--- config.mk ---
export PLATFORM = sky130hd
export DESIGN_NAME = mem_port_arbiter
export DESIGN_NICKNAME = d
export VERILOG_FILES = /design/src/rtl/mem_arb_pkg.sv /design/src/rtl/mem_arb_timer.sv /design/src/rtl/mem_port_arbiter.sv
export SDC_FILE = /design/constraint.sdc
export NUM_CORES = 1
export LEC_CHECK = 0
export CAP_MARGIN = 5
export CORE_ASPECT_RATIO = 0.9
export CORE_MARGIN = 10
export CORE_UTILIZATION = 34
export CTS_CLUSTER_DIAMETER = 150
export DETAILED_ROUTE_END_ITERATION = 12
export PLACE_DENSITY = 0.66
export SETUP_SLACK_MARGIN = 0.5
export SLEW_MARGIN = 15
export SYNTH_ARGS = -nofsm -noshare
export SYNTH_HDL_FRONTEND = slang
export SYNTH_SLANG_ARGS = --single-unit
--- constraint.sdc ---
create_clock -name clk -period 2.5 [get_ports clk]
set_input_delay 0.5 -clock clk [delete_from_list [all_inputs] [get_ports clk]]
set_output_delay 0.5 -clock clk [all_outputs]
set_load 0.02 [all_outputs]
--- src/rtl/mem_arb_pkg.sv ---
// mem_arb_pkg: shared state/port enums and widths for the memory port arbiter
package mem_arb_pkg;
  localparam int ARB_DATA_W = 32;
  localparam int MASK_W = ARB_DATA_W / 8;
  typedef enum logic [2:0] {IDLE, GRANT_IF, GRANT_LSU, DONE_IF, DONE_LSU} arb_state_e;
  typedef enum logic {PORT_IF, PORT_LSU} port_id_e;
endpackage

--- src/rtl/mem_arb_timer.sv ---
// mem_arb_timer: saturating wait-state counter; expire fires on the MAX_WAIT-th enabled cycle
module mem_arb_timer #(
  parameter int MAX_WAIT = 15
) (
  input  logic clk,
  input  logic rst,
  input  logic clr,
  input  logic en,
  output logic expire
);
  localparam int CW = $clog2(MAX_WAIT + 1);
  logic [CW-1:0] cnt;
  always_ff @(posedge clk) begin
    if (rst || clr) cnt <= '0;
    else if (en && cnt != CW'(MAX_WAIT)) cnt <= cnt + CW'(1);
  end
  assign expire = en && cnt == CW'(MAX_WAIT - 1);
endmodule

--- src/rtl/mem_port_arbiter.sv ---
// mem_port_arbiter: shares one memory between IF and LSU ports with held handshake and timeout.
// Define MEM_ARB_RR_EN for round-robin arbitration instead of fixed LSU priority.
module mem_port_arbiter
  import mem_arb_pkg::*;
#(
  parameter int ADDR_W   = 32,
  parameter int DATA_W   = 32,
  parameter int MAX_WAIT = 15
) (
  input  logic                clk,
  input  logic                rst,
  input  logic                if_req,
  input  logic [ADDR_W-1:0]   if_addr,
  output logic [DATA_W-1:0]   if_rdata,
  output logic                if_ack,
  input  logic                lsu_req,
  input  logic                lsu_we,
  input  logic [ADDR_W-1:0]   lsu_addr,
  input  logic [DATA_W-1:0]   lsu_wdata,
  input  logic [DATA_W/8-1:0] lsu_mask,
  output logic [DATA_W-1:0]   lsu_rdata,
  output logic                lsu_ack,
  output logic                mem_req,
  output logic                mem_we,
  output logic [ADDR_W-1:0]   mem_addr,
  output logic [DATA_W-1:0]   mem_wdata,
  output logic [DATA_W/8-1:0] mem_mask,
  input  logic [DATA_W-1:0]   mem_rdata,
  input  logic                mem_ready,
  output logic                stall_if_mem,
  output logic                stall_lsu_mem,
  output logic                err_timeout
);
  arb_state_e state, nxt;
  logic in_grant, expire, lsu_win;
  assign in_grant = state == GRANT_IF || state == GRANT_LSU;
  mem_arb_timer #(.MAX_WAIT(MAX_WAIT)) u_timer (
    .clk(clk), .rst(rst), .clr(!in_grant), .en(in_grant && !mem_ready), .expire(expire)
  );
`ifdef MEM_ARB_RR_EN
  port_id_e rr_last;
  always_ff @(posedge clk) begin
    if (rst) rr_last <= PORT_IF;
    else if (state == DONE_IF) rr_last <= PORT_IF;
    else if (state == DONE_LSU) rr_last <= PORT_LSU;
  end
  assign lsu_win = lsu_req && (!if_req || rr_last == PORT_IF);
`else
  assign lsu_win = lsu_req;
`endif
  always_comb begin
    nxt = state;
    case (state)
      IDLE:      nxt = lsu_win ? GRANT_LSU : if_req ? GRANT_IF : IDLE;
      GRANT_IF:  nxt = (mem_ready || expire) ? DONE_IF : GRANT_IF;
      GRANT_LSU: nxt = (mem_ready || expire) ? DONE_LSU : GRANT_LSU;
      default:   nxt = IDLE;
    endcase
  end
  always_ff @(posedge clk) begin
    if (rst) begin
      state       <= IDLE;
      mem_we      <= 1'b0;
      mem_addr    <= '0;
      mem_wdata   <= '0;
      mem_mask    <= '0;
      if_rdata    <= '0;
      lsu_rdata   <= '0;
      err_timeout <= 1'b0;
    end else begin
      state <= nxt;
      if (state == IDLE && nxt == GRANT_LSU) begin
        mem_we    <= lsu_we;
        mem_addr  <= lsu_addr;
        mem_wdata <= lsu_wdata;
        mem_mask  <= lsu_mask;
      end else if (state == IDLE && nxt == GRANT_IF) begin
        mem_we    <= 1'b0;
        mem_addr  <= if_addr;
        mem_wdata <= '0;
        mem_mask  <= '1;
      end
      // a timed-out read returns zero; stores never touch lsu_rdata
      if (state == GRANT_IF && (mem_ready || expire)) if_rdata <= mem_ready ? mem_rdata : '0;
      if (state == GRANT_LSU && !mem_we && (mem_ready || expire)) lsu_rdata <= mem_ready ? mem_rdata : '0;
      if (expire) err_timeout <= 1'b1;
    end
  end
  assign mem_req       = in_grant;
  assign if_ack        = state == DONE_IF;
  assign lsu_ack       = state == DONE_LSU;
  assign stall_if_mem  = if_req && !if_ack;
  assign stall_lsu_mem = lsu_req && !lsu_ack;
endmodule

==> flow_metrics.tcl, run 1 <==
set metrics [dict create \
    slew_headroom 0.5125 \
    ys_top_cells_by_area "dfxtp_1, a21oi_1, nand2_1" \
    netlist_instances 651 \
    yosysTopAreaCell "dfxtp_1" \
    syn-cell-area_um2 5648 \
    tightest_slew_ps 731.2 \
    n_antenna_cell 0 \
    p_per_area_nw_per_um2 695.9 \
    firstDrtPassIters 4 \
    avgViaCountPerCell 5.029 \
    synth.area.mux_share 0.05671 \
    coreArea_um2 16240 \
    route.vias.total 5642 \
    clock_skew_ps 7.011 \
    port_buffers 276 \
    grt_pass1_vias 5733 \
    yosys_warnings 0 \
    drive_gt1_frac 0.08197 \
    synth_top_family_by_area "compound AO/OA/AOI/OAI gates" \
    ir_drop_mv 0.4423 \
    slowest_stage "clkdlybuf4s50_1" \
    avgSynthCellArea_um2 8.676 \
    pin_count 277 \
    dieArea_um2 22170 \
    drtAntennaViolNets 0 \
    fin_ws_ps 534.7 \
    required_ps 2000 \
    worstPathArrival_ps 1470 \
    clk_pin_slew_worst_paths_ps 60 \
    initial_utilization 0.3478 \
    synth-compound-area-share 0.2388 \
    synthArstFlopShare 0 \
    cts_sinks 141 \
    post-route-util 0.5695 \
    cts_buffer_depth 2 \
    clockRootBuffer "clkbuf_16" \
    fin_crit_sh 0.7861 \
    cts-hold-fix-buffers 0 \
    syn-num-nets 791 \
    start_kind "register" \
    synth_top_cell_area_share 0.4998 \
    hold_viol 0 \
    ys_seq_area_frac 0.4998 \
    p_leak_nw 3.429 \
    crit_buf_inv 1 \
    outcome "finished clean" \
    path_class "reg -> out" \
    die_w_um 155.9 \
    dp_slack_ps 170.0 \
    die_h_um 142.3 \
    synth_fa_ha_area_frac 0.004431 \
    synth_seq_cells 141 \
    end_kind "output port" \
    grt_pass1_wl_um 32060 \
    period_needed_ps 1965 \
    antenna_found_initial 0 \
    place_area_um2 8607 \
    cts_max_level 4 \
    dpl.hpwl_um 14640 \
    critPathTopFamily "buffers and inverters" \
    routed_wl_um 20540 \
    grt-ovfl-total 0 \
    row_count 44 \
    cp_max_fo 2 \
    drv_cap 0 \
    syn_to_final_growth_pct 63.76 \
    synth_enable_flop_cells 0 \
    ys_types 34 \
    wl_per_cell_um 18.31 \
    slowest_delay_ps 650 \
    gp_congestion 0.7867 \
    grt_use_total 0.1814 \
    yosys.area_share.simple 0.1422 \
    max_freq_mhz 508.8 \
    synth_flop_cell "dfxtp_1" \
    hold_slack_ps 461.4 \
    drtIter0Drc 260 \
    clock_latency_ps 420 \
    cts_buffers 17 \
    hold_path_class "reg -> reg" \
    rsz0062_at_grt "true" \
    final_max_slew_viol_count 0 \
    fin_nets 1043 \
    cts_tree "done" \
    grt_max_degree 69 \
    crit_chain "clkdlybuf4s50_1" \
    setup_viol 0 \
    drc_errors 0 \
    fin_tns_setup_ps 0 \
    synth_xor_area_frac 0.003101 \
    fin_area_um2 9249 \
]
-- cell families after synthesis --
logic type | after synthesis
flip-flops | 141
adder cells (fa/ha/maj) | 2
XOR/XNOR | 2
AO/OA/AOI/OAI | 241
multiplexers | 32
AND/OR/NAND/NOR | 164
buffers and inverters | 69
-- power breakdown --
group / internal [mW] / total [mW] / switching [mW] / leakage [nW]
registers: 2.40 / 2.48 / 0.0851 / 1.15
clock network: 1.71 / 2.67 / 0.962 / 0.298
logic: 0.632 / 1.28 / 0.649 / 1.98
total: 4.74 / 6.44 / 1.70 / 3.43
-- cell usage after synthesis (3+ instances only) --
cell type  number
dfxtp_1       141
a21oi_1       105
nand2_1        97
o21ai_0        66
clkbuf_1       44
nand2b_1       34
a211oi_1       33
mux2i_1        32
o22ai_1        32
buf_2          14
nor2_1          7
inv_1           6
nor3_1          6
buf_6           4
nor3b_1         3
-- routing by layer --
metal  GRT usage  part of all wire
met5           0                 0
met1      0.2235              0.43
met3     0.09157              0.12
met4     0.05660             0.014
met2      0.2705              0.44
-- flip-flops by register name, indices dropped and copies added, names as in the netlist --
register,cells
lsu_rdata,32
u_timer.cnt,4
err_timeout,1
if_rdata,32
mem_we,1
mem_mask,4
state,3
mem_wdata,32
mem_addr,32
-- worst paths after layout --
kind / startpoint / endpoint / slack [ps] / depth (start not counted)
max: mem_addr[16] / mem_addr[16] / 530 / 1
min: err_timeout / err_timeout / 460 / 2
max reg2reg: state[0] / state[1] / 600 / 4
min reg2reg: err_timeout / err_timeout / 460 / 2
-- cell type report --
class / count / area, um2
clock inverters: 11 / 166.4
repair buffers: 296 / 2958
inverters: 6 / 22.52
well taps: 207 / 259.0
flip-flops and latches: 141 / 2830
clock buffers: 20 / 456.7
multi-input cells: 441 / 2556
fillers: 1498 / 6992
-- placed cells by master (no fill, tap or decap), types with 4 or more instances in the layout --
cell and instances:
a211oi_1 33, a21oi_1 105, buf_12 5, buf_4 15, bufinv_16 4, clkbuf_16 17
clkdlybuf4s50_1 270, dfxtp_1 139, inv_1 6, mux2i_1 32, nand2_1 97, nand2b_1 34
nor2_1 7, nor3_1 5, o21ai_0 66, o22ai_1 32
-- metrics by stage --
stage,power (mW),cells
after floorplan,3.133,651
after global placement,3.803,1090
after detailed placement,3.812,1090
after CTS,6.510,1122
after global routing,6.717,1122
final,6.436,1122
-- repair_timing --
item / 4_1_cts / 5_1_grt
gates resized for setup: 21 / 6
setup endpoints to repair: 6 / 6
buffers inserted: 1 / 0
Power figures use the tool's default switching activity.
==> run 2: changes to the inputs <==
Settings changed: PLACE_DENSITY 0.66 to 0.69.
Clock period 2.5 ns to 1.6 ns, I/O delays scaled along.
==> flow_metrics.tcl, run 2 (synthesis gave the netlist of run 1 again) <==
set metrics [dict create \
    regArea_um2 3017 \
    clock_skew_ps 7.068 \
    slowest_stage "or3b_4" \
    clk_pin_slew_worst_paths_ps 60 \
    rsz0062_at_grt "true" \
    slew_headroom 0.7504 \
    final_common_cell "buf_6" \
    port_buffers 276 \
    hold_path_class "in -> reg" \
    required_ps 1900 \
    slowest_delay_ps 440 \
    multi_input_area_um2 3441 \
    dp_slack_ps -304.0 \
    drc_errors 0 \
    start_kind "register" \
    power_mw 11.86 \
    p_per_area_nw_per_um2 949.7 \
    cts-hold-fix-buffers 0 \
    fin_crit_sh 1.060 \
    antenna_found_initial 0 \
    drtIter0Drc 255 \
    die_h_um 142.3 \
    crit_buf_inv 3 \
    end_kind "register" \
    max_freq_mhz 589.7 \
    highest_layer "met4" \
    grt-ovfl-total 0 \
    period_needed_ps 1696 \
    grt_use_total 0.2074 \
    grt_pass1_vias 6497 \
    final_max_slew_viol_count 0 \
    wl_met1_um 10720 \
    drive_gt1_frac 0.6247 \
    cp_max_fo 8 \
    initial_utilization 0.3478 \
    clockRootBuffer "clkbuf_16" \
    critPathTopFamily "simple AND/OR/NAND/NOR gates" \
    outcome "finished with violations" \
    drtAntennaViolNets 0 \
    grt_pass1_wl_um 36690 \
    worstPathArrival_ps 2000 \
    avgViaCountPerCell 5.119 \
    route.vias.total 6583 \
    ir_drop_mv 0.7947 \
    grt_max_degree 56 \
    firstDrtPassIters 4 \
    coreArea_um2 16240 \
    crit_chain "buf_6 -> nor3b_4 -> or3b_4 -> buf_12 -> clkbuf_16 -> mux2i_1" \
    violations "negative setup slack" \
    wl_met2_um 13380 \
    n_antenna_cell 0 \
    cts_buffers 17 \
    fin_ws_ps -95.77 \
    cts_max_level 4 \
    fin_nets 1206 \
    row_count 44 \
    post-route-util 0.7686 \
    clock_latency_ps 420 \
    path_class "reg -> reg" \
    p_leak_nw 5.073 \
    drv_cap 0 \
    dieArea_um2 22170 \
    die_w_um 155.9 \
    cts_tree "done" \
    nFillCells 1031 \
    layoutNonFillerInstCount 1286 \
    post-place-cells 1119 \
    wl_met3_um 2107 \
    final_cell_mix "buf_6, clkdlybuf4s50_1, dfxtp_2" \
    gp_congestion 0.7661 \
    routed_wl_um 26570 \
    hold_viol 0 \
    pin_count 277 \
    cts_buffer_depth 2 \
    cts_sinks 141 \
    setup_viol 53 \
    syn_to_final_growth_pct 121.0 \
    tightest_slew_ps 373.5 \
    wl_per_cell_um 20.66 \
    dpl.hpwl_um 15130 \
]
==> run 2: changes by cell type in the layout (fill, tap and decap cells not counted), moves of 32 or more <==
cell,previous run,this run
o21ai_0,66,0
buf_4,15,106
a211oi_1,33,1
a211oi_2,0,32
o21ai_2,0,39
clkdlybuf4s50_1,270,136
dfxtp_2,0,134
a21oi_1,105,46
buf_6,1,168
dfxtp_1,139,0
a21oi_2,0,56
==> run 2: what timing repair did <==
item / CTS / global route
buffers inserted: 52 / 58
endpoints found under the setup margin: 280 / 280
gates cloned: 16 / 9
pin swaps: 34 / 67
resized for setup: 1105 / 111
==> run 2: cell type report <==
type                       count  area share
sequential                   141      0.2417
clock inverter                10     0.01103
timing repair buffer         459      0.4111
inverter                       6    0.001804
multi-input combinational    441      0.2756
tap                          207     0.02075
clock buffer                  22     0.03799
==> run 2: final timing paths <==
| kind | start | end | slack, ps | depth (start not counted) |
|---|---|---|---|---|
| max | state[0] | lsu_rdata[19] | -100 | 6 |
| max reg2reg | state[0] | lsu_rdata[19] | -100 | 6 |
| min | rst | if_rdata[0] | 300 | 2 |
| min reg2reg | mem_wdata[8] | mem_wdata[8] | 460 | 2 |
==> run 2: power by group <==
part | internal [mW] | leakage (nW) | switching [mW]
Combinational | 2.12 | 3.56 | 1.64
Clock | 2.58 | 0.296 | 1.54
Sequential | 3.79 | 1.21 | 0.193
Total | 8.48 | 5.07 | 3.37
==> run 2: through the flow <==
stage          TNS [ps]  hold slack (ps)  instance area, um2
2_1_floorplan         0            456.0                6081
3_3_place_gp     -23830            455.4                9220
3_5_place_dp     -26940            461.0                9220
4_1_cts           -4257            259.6               11390
5_1_grt           -7659            292.7               12480
6_report          -3177            298.5               12480
==> run 2: metal layers <==
| metal | global-route usage | up-vias |
|---|---|---|
| met5 | 0 | - |
| met2 | 0.3553 | 203 |
| li1 | - | 3152 |
| met3 | 0.08160 | 28 |
| met4 | 0.05015 | 0 |
| met1 | 0.2377 | 3200 |
